--- src/rtl/uart_pkg.sv ---
// Shared definitions for the UART baud generator.
//   state_t  : frame-tracking states (IDLE, RUN, DRAIN)
//   MIN_DIV  : smallest legal bit period for the default oversample ratio
//   min_div  : smallest legal bit period for a given oversample ratio
//   def_div  : reset bit period in clock cycles, CLK_HZ/BAUD (integer)
package uart_pkg;

  typedef enum logic [1:0] {
    IDLE  = 2'd0,
    RUN   = 2'd1,
    DRAIN = 2'd2
  } state_t;

  localparam int OSR_DEF = 16;
  localparam int MIN_DIV = 2 * OSR_DEF;

  function automatic int min_div(input int osr);
    return 2 * osr;
  endfunction

  function automatic int def_div(input int clk_hz, input int baud);
    return clk_hz / baud;
  endfunction

endpackage

--- src/rtl/uart_tick_cnt.sv ---
// Modulo-N counter with synchronous clear and a wrap pulse.
//   clk_in  : clock, rising edge
//   rst     : synchronous active-high reset (count -> 0)
//   clr     : force the next count to 0 (has priority over en)
//   en      : advance the count
//   n       : modulus; the count runs 0..n-1
//   cnt_nxt : value the count takes at the next edge (combinational)
//   wrap    : high in the cycle the count advances from n-1 back to 0
// The next value is exported so the parent can register its outputs in the
// same cycle the count changes.
module uart_tick_cnt #(
  parameter int W = 25
) (
  input  logic         clk_in,
  input  logic         rst,
  input  logic         clr,
  input  logic         en,
  input  logic [W-1:0] n,
  output logic [W-1:0] cnt_nxt,
  output logic         wrap
);

  logic [W-1:0] cnt;
  logic         last;

  assign last = (cnt == n - W'(1));

  always_comb begin
    cnt_nxt = cnt;
    wrap    = 1'b0;
    if (clr) begin
      cnt_nxt = '0;
    end else if (en) begin
      if (last) begin
        cnt_nxt = '0;
        wrap    = 1'b1;
      end else begin
        cnt_nxt = cnt + W'(1);
      end
    end
  end

  always_ff @(posedge clk_in) begin
    if (rst) cnt <= '0;
    else     cnt <= cnt_nxt;
  end

endmodule

--- src/rtl/uart_baud_gen.sv ---
// UART baud generator with frame tracking.
//   clk_in   : system clock, rising edge
//   rst      : synchronous active-high reset
//   sense    : serial line (idle high); low starts a frame
//   bsy      : controller busy; low-then-high marks end of frame
//   div_in   : bit period in clk_in cycles, taken on div_load in IDLE only
//   div_load : one-cycle load request
//   clk_out  : high during the first half of each bit
//   bit_tick : pulse at the start of each bit (RUN only)
//   mid_tick : pulse at the mid-point of each bit
//   os_tick  : OSR pulses per bit
//   active   : state is RUN or DRAIN
//   div_cur  : divisor in effect
// Handshake: none; every input is sampled on each rising edge and every
// output is a flop loaded from next-state values, so outputs line up with the
// state/counter registers and no input reaches an output combinationally.
module uart_baud_gen
  import uart_pkg::*;
#(
  parameter int CLK_HZ = 50000000,
  parameter int BAUD   = 9600,
  parameter int OSR    = 16,
  parameter int DIV_W  = 25
) (
  input  logic             clk_in,
  input  logic             rst,
  input  logic             sense,
  input  logic             bsy,
  input  logic [DIV_W-1:0] div_in,
  input  logic             div_load,
  output logic             clk_out,
  output logic             bit_tick,
  output logic             mid_tick,
  output logic             os_tick,
  output logic             active,
  output logic [DIV_W-1:0] div_cur
);

  localparam int               OS_SH    = $clog2(OSR);
  localparam int               KW       = OS_SH + 1;
  localparam logic [DIV_W-1:0] DEF_DIV  = DIV_W'(def_div(CLK_HZ, BAUD));
  localparam logic [DIV_W-1:0] MIN_D    = DIV_W'(min_div(OSR));
  localparam logic [DIV_W-1:0] DEF_HALF = DEF_DIV >> 1;
  localparam logic [DIV_W-1:0] DEF_Q    = DEF_DIV >> OS_SH;

  state_t           state, state_nxt;
  logic             arm, arm_nxt;
  logic             eof;
  logic [DIV_W-1:0] div_r, half_r, q_r;
  logic [DIV_W-1:0] ld_div;
  logic [DIV_W-1:0] bcnt_nxt, os_nxt;
  logic             bcnt_wrap, os_wrap_raw, os_wrap;
  logic             bcnt_clr, os_clr;
  logic [KW-1:0]    k, k_nxt;
  logic             active_nxt;

  // ---------------- FSM next state ----------------
  assign eof = arm && bsy;

  always_comb begin
    state_nxt = state;
    arm_nxt   = arm;
    case (state)
      IDLE: begin
        arm_nxt = 1'b0;
        if (!sense) state_nxt = RUN;
      end
      RUN: begin
        if (eof) begin
          arm_nxt = 1'b0;
          // A new start bit in the same cycle keeps the frame running.
          if (sense) state_nxt = DRAIN;
        end else if (!bsy) begin
          arm_nxt = 1'b1;
        end
      end
      DRAIN: begin
        arm_nxt = 1'b0;
        if (bcnt_wrap) state_nxt = IDLE;
      end
      default: begin
        state_nxt = IDLE;
        arm_nxt   = 1'b0;
      end
    endcase
  end

  assign active_nxt = (state_nxt != IDLE);

  // ---------------- counters ----------------
  // bcnt sits at 0 through IDLE, so the first active cycle is bit position 0.
  assign bcnt_clr = (state == IDLE);

  uart_tick_cnt #(.W(DIV_W)) u_bcnt (
    .clk_in  (clk_in),
    .rst     (rst),
    .clr     (bcnt_clr),
    .en      (1'b1),
    .n       (div_r),
    .cnt_nxt (bcnt_nxt),
    .wrap    (bcnt_wrap)
  );

  // The sub-counter restarts with every bit, so the remainder of div_r/OSR
  // is swallowed at the end of the bit rather than drifting into the next.
  assign os_clr = (bcnt_nxt == '0);

  uart_tick_cnt #(.W(DIV_W)) u_oscnt (
    .clk_in  (clk_in),
    .rst     (rst),
    .clr     (os_clr),
    .en      (1'b1),
    .n       (q_r),
    .cnt_nxt (os_nxt),
    .wrap    (os_wrap_raw)
  );

  assign os_wrap = os_wrap_raw && !os_clr;

  // k counts sub-periods completed in this bit; ticks stop once OSR are out.
  always_comb begin
    k_nxt = k;
    if (os_clr)       k_nxt = '0;
    else if (os_wrap) k_nxt = k + KW'(1);
  end

  // ---------------- divisor load ----------------
  assign ld_div = (div_in < MIN_D) ? MIN_D : div_in;

  // ---------------- registers ----------------
  always_ff @(posedge clk_in) begin
    if (rst) begin
      state    <= IDLE;
      arm      <= 1'b0;
      k        <= '0;
      div_r    <= DEF_DIV;
      half_r   <= DEF_HALF;
      q_r      <= DEF_Q;
      clk_out  <= 1'b0;
      bit_tick <= 1'b0;
      mid_tick <= 1'b0;
      os_tick  <= 1'b0;
      active   <= 1'b0;
    end else begin
      state <= state_nxt;
      arm   <= arm_nxt;
      k     <= k_nxt;
      if (div_load && (state == IDLE)) begin
        div_r  <= ld_div;
        half_r <= ld_div >> 1;
        q_r    <= ld_div >> OS_SH;
      end
      clk_out  <= active_nxt && (bcnt_nxt < half_r);
      bit_tick <= (state_nxt == RUN) && (bcnt_nxt == '0);
      mid_tick <= active_nxt && (bcnt_nxt == half_r);
      os_tick  <= active_nxt && (os_nxt == '0) && (k_nxt < KW'(OSR));
      active   <= active_nxt;
    end
  end

  assign div_cur = div_r;

endmodule

--- config.mk ---
export PLATFORM = sky130hd
export DESIGN_NAME = uart_baud_gen
export DESIGN_NICKNAME = d
export VERILOG_FILES = /design/src/rtl/uart_pkg.sv /design/src/rtl/uart_tick_cnt.sv /design/src/rtl/uart_baud_gen.sv
export SDC_FILE = /design/constraint.sdc
export NUM_CORES = 1
export LEC_CHECK = 0
export ABC_AREA = 0
export ABC_CLOCK_PERIOD_IN_PS = 8450
export BUFFER_PORTS_ARGS = -buffer_cell sky130_fd_sc_hd__buf_2
export CAP_MARGIN = 10
export CORE_MARGIN = 2
export CORE_UTILIZATION = 40
export CTS_CLUSTER_SIZE = 28
export DETAILED_ROUTE_END_ITERATION = 7
export MAX_ROUTING_LAYER = met4
export PLACE_DENSITY = 0.53
export SETUP_SLACK_MARGIN = 0.4
export SKIP_CTS_REPAIR_TIMING = 1
export SYNTH_ARGS = -nofsm -noshare
export SYNTH_HDL_FRONTEND = slang
export SYNTH_SLANG_ARGS = --single-unit
export TNS_END_PERCENT = 10
--- constraint.sdc ---
create_clock -name clk_in -period 8.45 [get_ports clk_in]
set_clock_uncertainty 0.1 [all_clocks]
set_input_delay 1.69 -clock clk_in [delete_from_list [all_inputs] [get_ports clk_in]]
set_output_delay 1.69 -clock clk_in [all_outputs]
set_load 0.005 [all_outputs]
==> flow_summary.yaml, run 1 <==
status:
  outcome: "finished, final reports clean"
worst_setup_path:
  r2r_start: "div_cur[9]"
  path_class: "flip-flop to flip-flop"
  r2r_slack_ns: 3.22
  endpoint_kind: "flip-flop"
  worst-r2r-cell-count: 15
  crit_arrival_ns: 5.40
  required_ns: 8.62
  start_kind: "flip-flop"
  cp_max_fo: 28
  r2r-end: "clk_out"
detailed_routing:
  drt_iter0_drc: 358
  ant_nets: 0
  vias_per_cell: 5.685
  drt_wl_total_mm: 20.41
  drc: 0
  via_count: 6214
  drt_pass1_iterations: 5
  wl_per_cell_um: 18.67
pwr:
  ir_worst_vdd_mv: 0.09299
  p_sw_share_pct: 29.39
  p_clk_share_pct: 41.4
  seq_power_share_pct: 44.1
  power_density_nw_per_um2: 143.6
  p_leak_nw: 2.620
  p_int_mw: 0.7246
  switchingPower_mw: 0.3017
  combinationalPowerShare_pct: 14.5
layout:
  fillerInstances: 1729
  antennaDiodeCount: 0
  nNetsFinal: 931
  multi_input_area_um2: 4369
  regArea_um2: 1762
  fin_cells: 1093
  post-route-cell-area_um2: 7148
  layout-drive-gt1-share_pct: 11.06
  syn2layout_area_growth_pct: 8.736
yosys:
  ys_seq_area_share_pct: 26.80
  synth_fp_nets: 930
  ys_seq_elements: 88
  syn-cell-area_um2: 6574
  yosysWarnings: 0
  synth.avg_cell_area_um2: 7.547
  synth_ff_type: "dfxtp_1"
  synthArstFlopShare_pct: 0
  postSynthCellCount: 871
  ys_types: 70
  synth_edf_count: 0
timing:
  tightest_slew_ns: 1.147
  max_slew_margin_pct: 23.50
  setup_violations: 0
  finalCritPeriodShare_pct: 61.87
  worst_slack_ns: 3.222
  final_max_slew_viol_count: 0
  rsz0062_at_grt: "no"
  hold_violations: 0
  fin_crit_ns: 5.228
  setup_tns_ns: 0
  fmax_ghz: 0.1913
global_routing:
  grt_start_max_net_pins: 34
  grt_pass1_vias: 5828
  grt-ovfl-total: 0
  grt_first_pass_wirelength_mm: 32.41
  grt_usage_pct: 24.27
  antenna_found_initial: 0
die:
  die-area_um2: 17480
  die_w_um: 132.2
  core_um2: 16000
  die_h_um: 132.2
  start_util_pct: 41.09
  fp-row-count: 46
  ios: 60
hold_path:
  holdPathStages: 2
  holdCritStartpoint: "k[1]"
  hold_path_class: "flip-flop to flip-flop"
  hold_end: "k[1]"
job:
  drv_cap: 0
clock_network:
  cts_buffers: 9
  clk_path_buf_depth: 2
  cts_root_buffer: "clkbuf_16"
  cts_tree: "built"
  clk_pin_slew_ns: 0.07
  clock-sinks: 88
  htreeDepth: 3
  clkLatencyLatePin_ns: 0.36
place:
  post_dp_cell_area_um2: 6843
  gp_congestion: 0.9402
  hpwl_mm: 15.80
  port_buffers: 59
  dp_slack_ns: 3.266
  dp.cells: 1077
## cell type report
class / instances / share of cell area, %
clock buffers: 10 / 3.343
repair buffers: 60 / 4.236
clock inverters: 6 / 0.9277
flip-flops and latches: 88 / 24.65
well taps: 216 / 3.781
multi-input cells: 676 / 61.12
inverters: 37 / 1.943
## logic make-up after synthesis
| family | synth area share [%] |
|---|---|
| xor gates and xnor gates | 15.06 |
| AOI/OAI and AO/OA | 13.06 |
| DFF | 26.80 |
| buffers and inverters | 6.738 |
| muxes | 2.094 |
| and+or+nand+nor | 30.74 |
| adders and majority gates | 5.520 |
## critical path, cell delays in order, from the launching register on
cell,delay [ns]
dfxtp_1,0.40
nor4_2,0.95
and3_1,0.46
nand3_1,0.17
a2111oi_4,0.40
nand4_2,0.20
o31ai_4,0.96
nor2_1,0.13
ha_1,0.34
a21o_1,0.18
a21o_1,0.16
a21oi_1,0.14
o2111ai_1,0.13
nor2_1,0.11
a21oi_1,0.08
nor4_1,0.21
## cells in the final DEF, fill, tap and decap left out, types with 3 or more instances in the layout
| master | netlist | layout |
|---|---|---|
| o2bb2ai_1 | 3 | 3 |
| inv_1 | 37 | 37 |
| a21oi_1 | 35 | 35 |
| ha_1 | 29 | 29 |
| o31a_1 | 3 | 3 |
| nand3_1 | 35 | 35 |
| a311oi_1 | 3 | 3 |
| mux2i_1 | 7 | 7 |
| nand2_1 | 84 | 84 |
| nor4b_1 | 3 | 3 |
| nand4_1 | 27 | 27 |
| a31oi_1 | 9 | 9 |
| a22oi_1 | 4 | 4 |
| o31ai_1 | 4 | 4 |
| a21o_1 | 7 | 7 |
| nor4_1 | 31 | 31 |
| o21ai_0 | 13 | 13 |
| xor2_1 | 42 | 42 |
| clkbuf_16 | 0 | 9 |
| o21a_1 | 6 | 6 |
| or2_2 | 4 | 4 |
| nor3_1 | 24 | 24 |
| nor2b_1 | 5 | 5 |
| nor2_1 | 113 | 113 |
| and3_1 | 16 | 16 |
| or4_1 | 8 | 8 |
| or3_1 | 15 | 15 |
| mux2_2 | 6 | 6 |
| o2111ai_1 | 4 | 4 |
| nor3b_1 | 8 | 8 |
| a211o_1 | 3 | 3 |
| and2_1 | 6 | 6 |
| and4_1 | 3 | 3 |
| a211oi_1 | 5 | 5 |
| buf_2 | 9 | 59 |
| xnor2_1 | 71 | 71 |
| dfxtp_1 | 88 | 88 |
| nor4_2 | 3 | 3 |
## layer usage
| metal | vias to the layer above | wire length, um | track usage (%) | part of all wire, % |
|---|---|---|---|---|
| met5 | - | 0 | - | 0 |
| met4 | 0 | 437 | 8.662 | 2.1 |
| met3 | 25 | 870 | 3.153 | 4.3 |
| met2 | 174 | 8945 | 36.00 | 44 |
| met1 | 2954 | 10160 | 33.80 | 50 |
| li1 | 3061 | - | - | - |
## state kept, by name, summed over array words and instances, names as in the netlist
signal	cells
clk_out	1
mid_tick	1
k	5
os_tick	1
active	1
state	2
u_oscnt.cnt	25
div_cur	25
u_bcnt.cnt	25
arm	1
bit_tick	1
## worst max-delay path by stage
stage                from  endpoint  cells after the start
2_1_floorplan  div_cur[4]   clk_out                     20
6_report       div_cur[9]   clk_out                     15
4_1_cts        div_cur[9]   clk_out                     15
3_3_place_gp   div_cur[7]   clk_out                     15
3_5_place_dp   div_cur[9]   clk_out                     15
5_1_grt        div_cur[9]   clk_out                     15
## power groups by stage
stage / sequential [mW] / combinational (mW) / clock [mW]
global route: 0.455 / 0.166 / 0.449
global placement: 0.461 / 0.147 / 0
floorplan: 0.443 / 0.115 / 0
CTS: 0.453 / 0.149 / 0.435
detailed placement: 0.462 / 0.148 / 0
finish: 0.453 / 0.149 / 0.425
## synth_stat cells (6+ instances only)
library cell / number / area [um^2]
nand3_1: 35 / 175.2
xnor2_1: 71 / 621.9
a21oi_1: 35 / 175.2
nand4_1: 27 / 168.9
or3_1: 15 / 93.84
nor3b_1: 8 / 60.06
nor2_1: 113 / 424.2
nor4_1: 31 / 193.9
o21ai_0: 13 / 65.06
mux2i_1: 7 / 70.07
a31oi_1: 9 / 56.30
and3_1: 16 / 100.1
inv_1: 37 / 138.9
clkbuf_1: 50 / 187.7
o21a_1: 6 / 45.04
a21o_1: 7 / 52.55
nand2_1: 84 / 315.3
buf_2: 9 / 45.04
dfxtp_1: 88 / 1762
and2_1: 6 / 37.54
ha_1: 29 / 362.9
xor2_1: 42 / 367.9
nor3_1: 24 / 120.1
mux2_2: 6 / 67.56
or4_1: 8 / 60.06
## metrics by stage
stage | hold WS [ns] | total power [mW] | util (%)
floorplan | 0.3491 | 0.5582 | -
global placement | 0.3615 | 0.6080 | 42.77
detailed placement | 0.3725 | 0.6099 | 42.77
CTS | 0.3816 | 1.036 | 44.67
global route | 0.4217 | 1.071 | 44.67
finish | 0.3882 | 1.026 | 44.67
No activity file was read; power rests on OpenSTA's default activity.
==> inputs of run 2 (changes only) <==
--- a/config.mk
+++ b/config.mk
@@ -6,7 +6,7 @@
 export NUM_CORES = 1
 export LEC_CHECK = 0
 export ABC_AREA = 0
-export ABC_CLOCK_PERIOD_IN_PS = 8450
+export ABC_CLOCK_PERIOD_IN_PS = 5300
 export BUFFER_PORTS_ARGS = -buffer_cell sky130_fd_sc_hd__buf_2
 export CAP_MARGIN = 10
 export CORE_MARGIN = 2
==> constraint.sdc (replaced) <==
create_clock -name clk_in -period 5.3 [get_ports clk_in]
set_clock_uncertainty 0.1 [all_clocks]
set_input_delay 1.06 -clock clk_in [delete_from_list [all_inputs] [get_ports clk_in]]
set_output_delay 1.06 -clock clk_in [all_outputs]
set_load 0.005 [all_outputs]
==> run 2 against run 1 <==
Against the previous run: largest power group unchanged; die area is the same; largest cell class unchanged; maximum frequency grew 17%; sequential share of layout area shrank 0.27 points; combinational power grew 67%; sequential power grew 59%.
==> flow_summary.yaml, run 2 (synthesis gave the netlist of run 1 again) <==
detailed_routing:
  drt_wl_total_mm: 20.37
  drc: 0
  drt_pass1_iterations: 7
  vias_per_cell: 5.639
  via_count: 6214
  wl_per_cell_um: 18.48
  ant_nets: 0
  drt_iter0_drc: 445
global_routing:
  grt_usage_pct: 24.48
  grt-ovfl-total: 0
  grt_start_max_net_pins: 34
  grt_first_pass_wirelength_mm: 32.84
  antenna_found_initial: 0
  grt_pass1_vias: 5866
worst_setup_path:
  required_ns: 5.45
  start_kind: "flip-flop"
  worst-path-buf-inv: 2
  crit_chain: "nor4_1 -> o311ai_0 -> a31oi_1 -> nor4_1 -> o21ai_0 -> o31ai_4 -> buf_12 -> buf_4 -> or2_2 -> ha_1 -> nor2b_1 -> o21ai_0 -> nand2b_1 -> a21oi_1 -> o21ai_0 -> o211ai_1 -> a21oi_1 -> nor4_1"
  cpLargestDelayFamily: "compound AO/OA/AOI/OAI gates"
  endpoint_kind: "flip-flop"
  path_class: "flip-flop to flip-flop"
  r2r_start: "div_cur[17]"
  cp-startpoint: "div_cur[17]"
  slowest_delay_ns: 0.70
  crit_arrival_ns: 4.60
  cp_max_fo: 12
  slowest_stage: "nor4_1"
hold_path:
  holdCritStartpoint: "k[1]"
  hold_path_class: "flip-flop to flip-flop"
status:
  outcome: "finished, final reports clean"
clock_network:
  cts_root_buffer: "clkbuf_16"
  clk_pin_slew_ns: 0.07
  cts_tree: "built"
  clkLatencyLatePin_ns: 0.36
  clock-sinks: 88
  clk_path_buf_depth: 2
  htreeDepth: 3
  cts_buffers: 9
timing:
  fin_crit_ns: 4.451
  hold_violations: 0
  fmax_ghz: 0.2247
  setup_tns_ns: 0
  rsz0062_at_grt: "no"
  finalCritPeriodShare_pct: 83.98
  final_max_slew_viol_count: 0
  max_slew_margin_pct: 28.64
  setup_violations: 0
  worst_slack_ns: 0.8493
  tightest_slew_ns: 1.070
layout:
  antennaDiodeCount: 0
  syn2layout_area_growth_pct: 9.935
  layout_commonest_cell: "nor2_1"
  multi_input_area_um2: 4382
  layout_common_cells: "nor2_1 (113), dfxtp_1 (88), nand2_1 (84)"
  nNetsFinal: 940
  regArea_um2: 1762
  fillerInstances: 1705
  layout-drive-gt1-share_pct: 12.19
die:
  die_w_um: 132.2
  fp-row-count: 46
  die_h_um: 132.2
  die-area_um2: 17480
  ios: 60
  core_um2: 16000
  start_util_pct: 41.09
job:
  drv_cap: 0
place:
  gp_congestion: 0.9565
  dp_slack_ns: 0.5346
  port_buffers: 59
  hpwl_mm: 15.79
pwr:
  power_density_nw_per_um2: 223.7
  ir_worst_vdd_mv: 0.1525
  p_leak_nw: 2.663
run 2: metal layers:
| metal | vias up | GRT usage [%] | part of all wire, % |
|---|---|---|---|
| met5 | - | - | 0 |
| met4 | 0 | 5.615 | 1.4 |
| met3 | 21 | 4.575 | 4.8 |
| met2 | 177 | 36.69 | 44 |
| met1 | 2940 | 34.18 | 49 |
| li1 | 3076 | - | - |
run 2: report_power, final:
part	internal [mW]	switching [mW]	total [mW]
registers	0.678	0.0424	0.720
logic	0.104	0.146	0.249
clock network	0.333	0.315	0.648
run 2: area by class of cell:
class	count	area share [%]
multi-input combinational	676	60.63
tap	216	3.740
clock inverter	7	0.9176
clock buffer	9	3.116
sequential	88	24.38
inverter	37	1.922
timing repair buffer	69	5.298
run 2: worst reg2reg max path: cells and delay by family (launching register included):
kind,cells,cell delay (ns)
AO/OA/AOI/OAI,9,1.92
buffers and inverters,2,0.30
flip-flops,1,0.49
adder cells (fa/ha/maj),1,0.20
AND/OR/NAND/NOR,6,1.33
run 2: final timing paths:
| kind | cells past startpoint | end | slack [ns] |
|---|---|---|---|
| setup / recovery | 18 | clk_out | 0.85 |
| hold / removal | 2 | k[1] | 0.38 |
| setup reg to reg | 18 | clk_out | 0.85 |
| hold reg to reg | 2 | k[1] | 0.38 |
run 2: stage by stage:
stage	hold WS, ns	instances	area, um^2	utilization (%)	total power, mW
floorplan	0.3491	871	6574	-	0.8900
global placement	0.3653	1083	6888	43.05	0.9739
detailed placement	0.3772	1083	6888	43.05	0.9750
CTS	0.3854	1099	7179	44.87	1.626
global route	0.4206	1102	7227	45.17	1.698
finish	0.3843	1102	7227	45.17	1.617
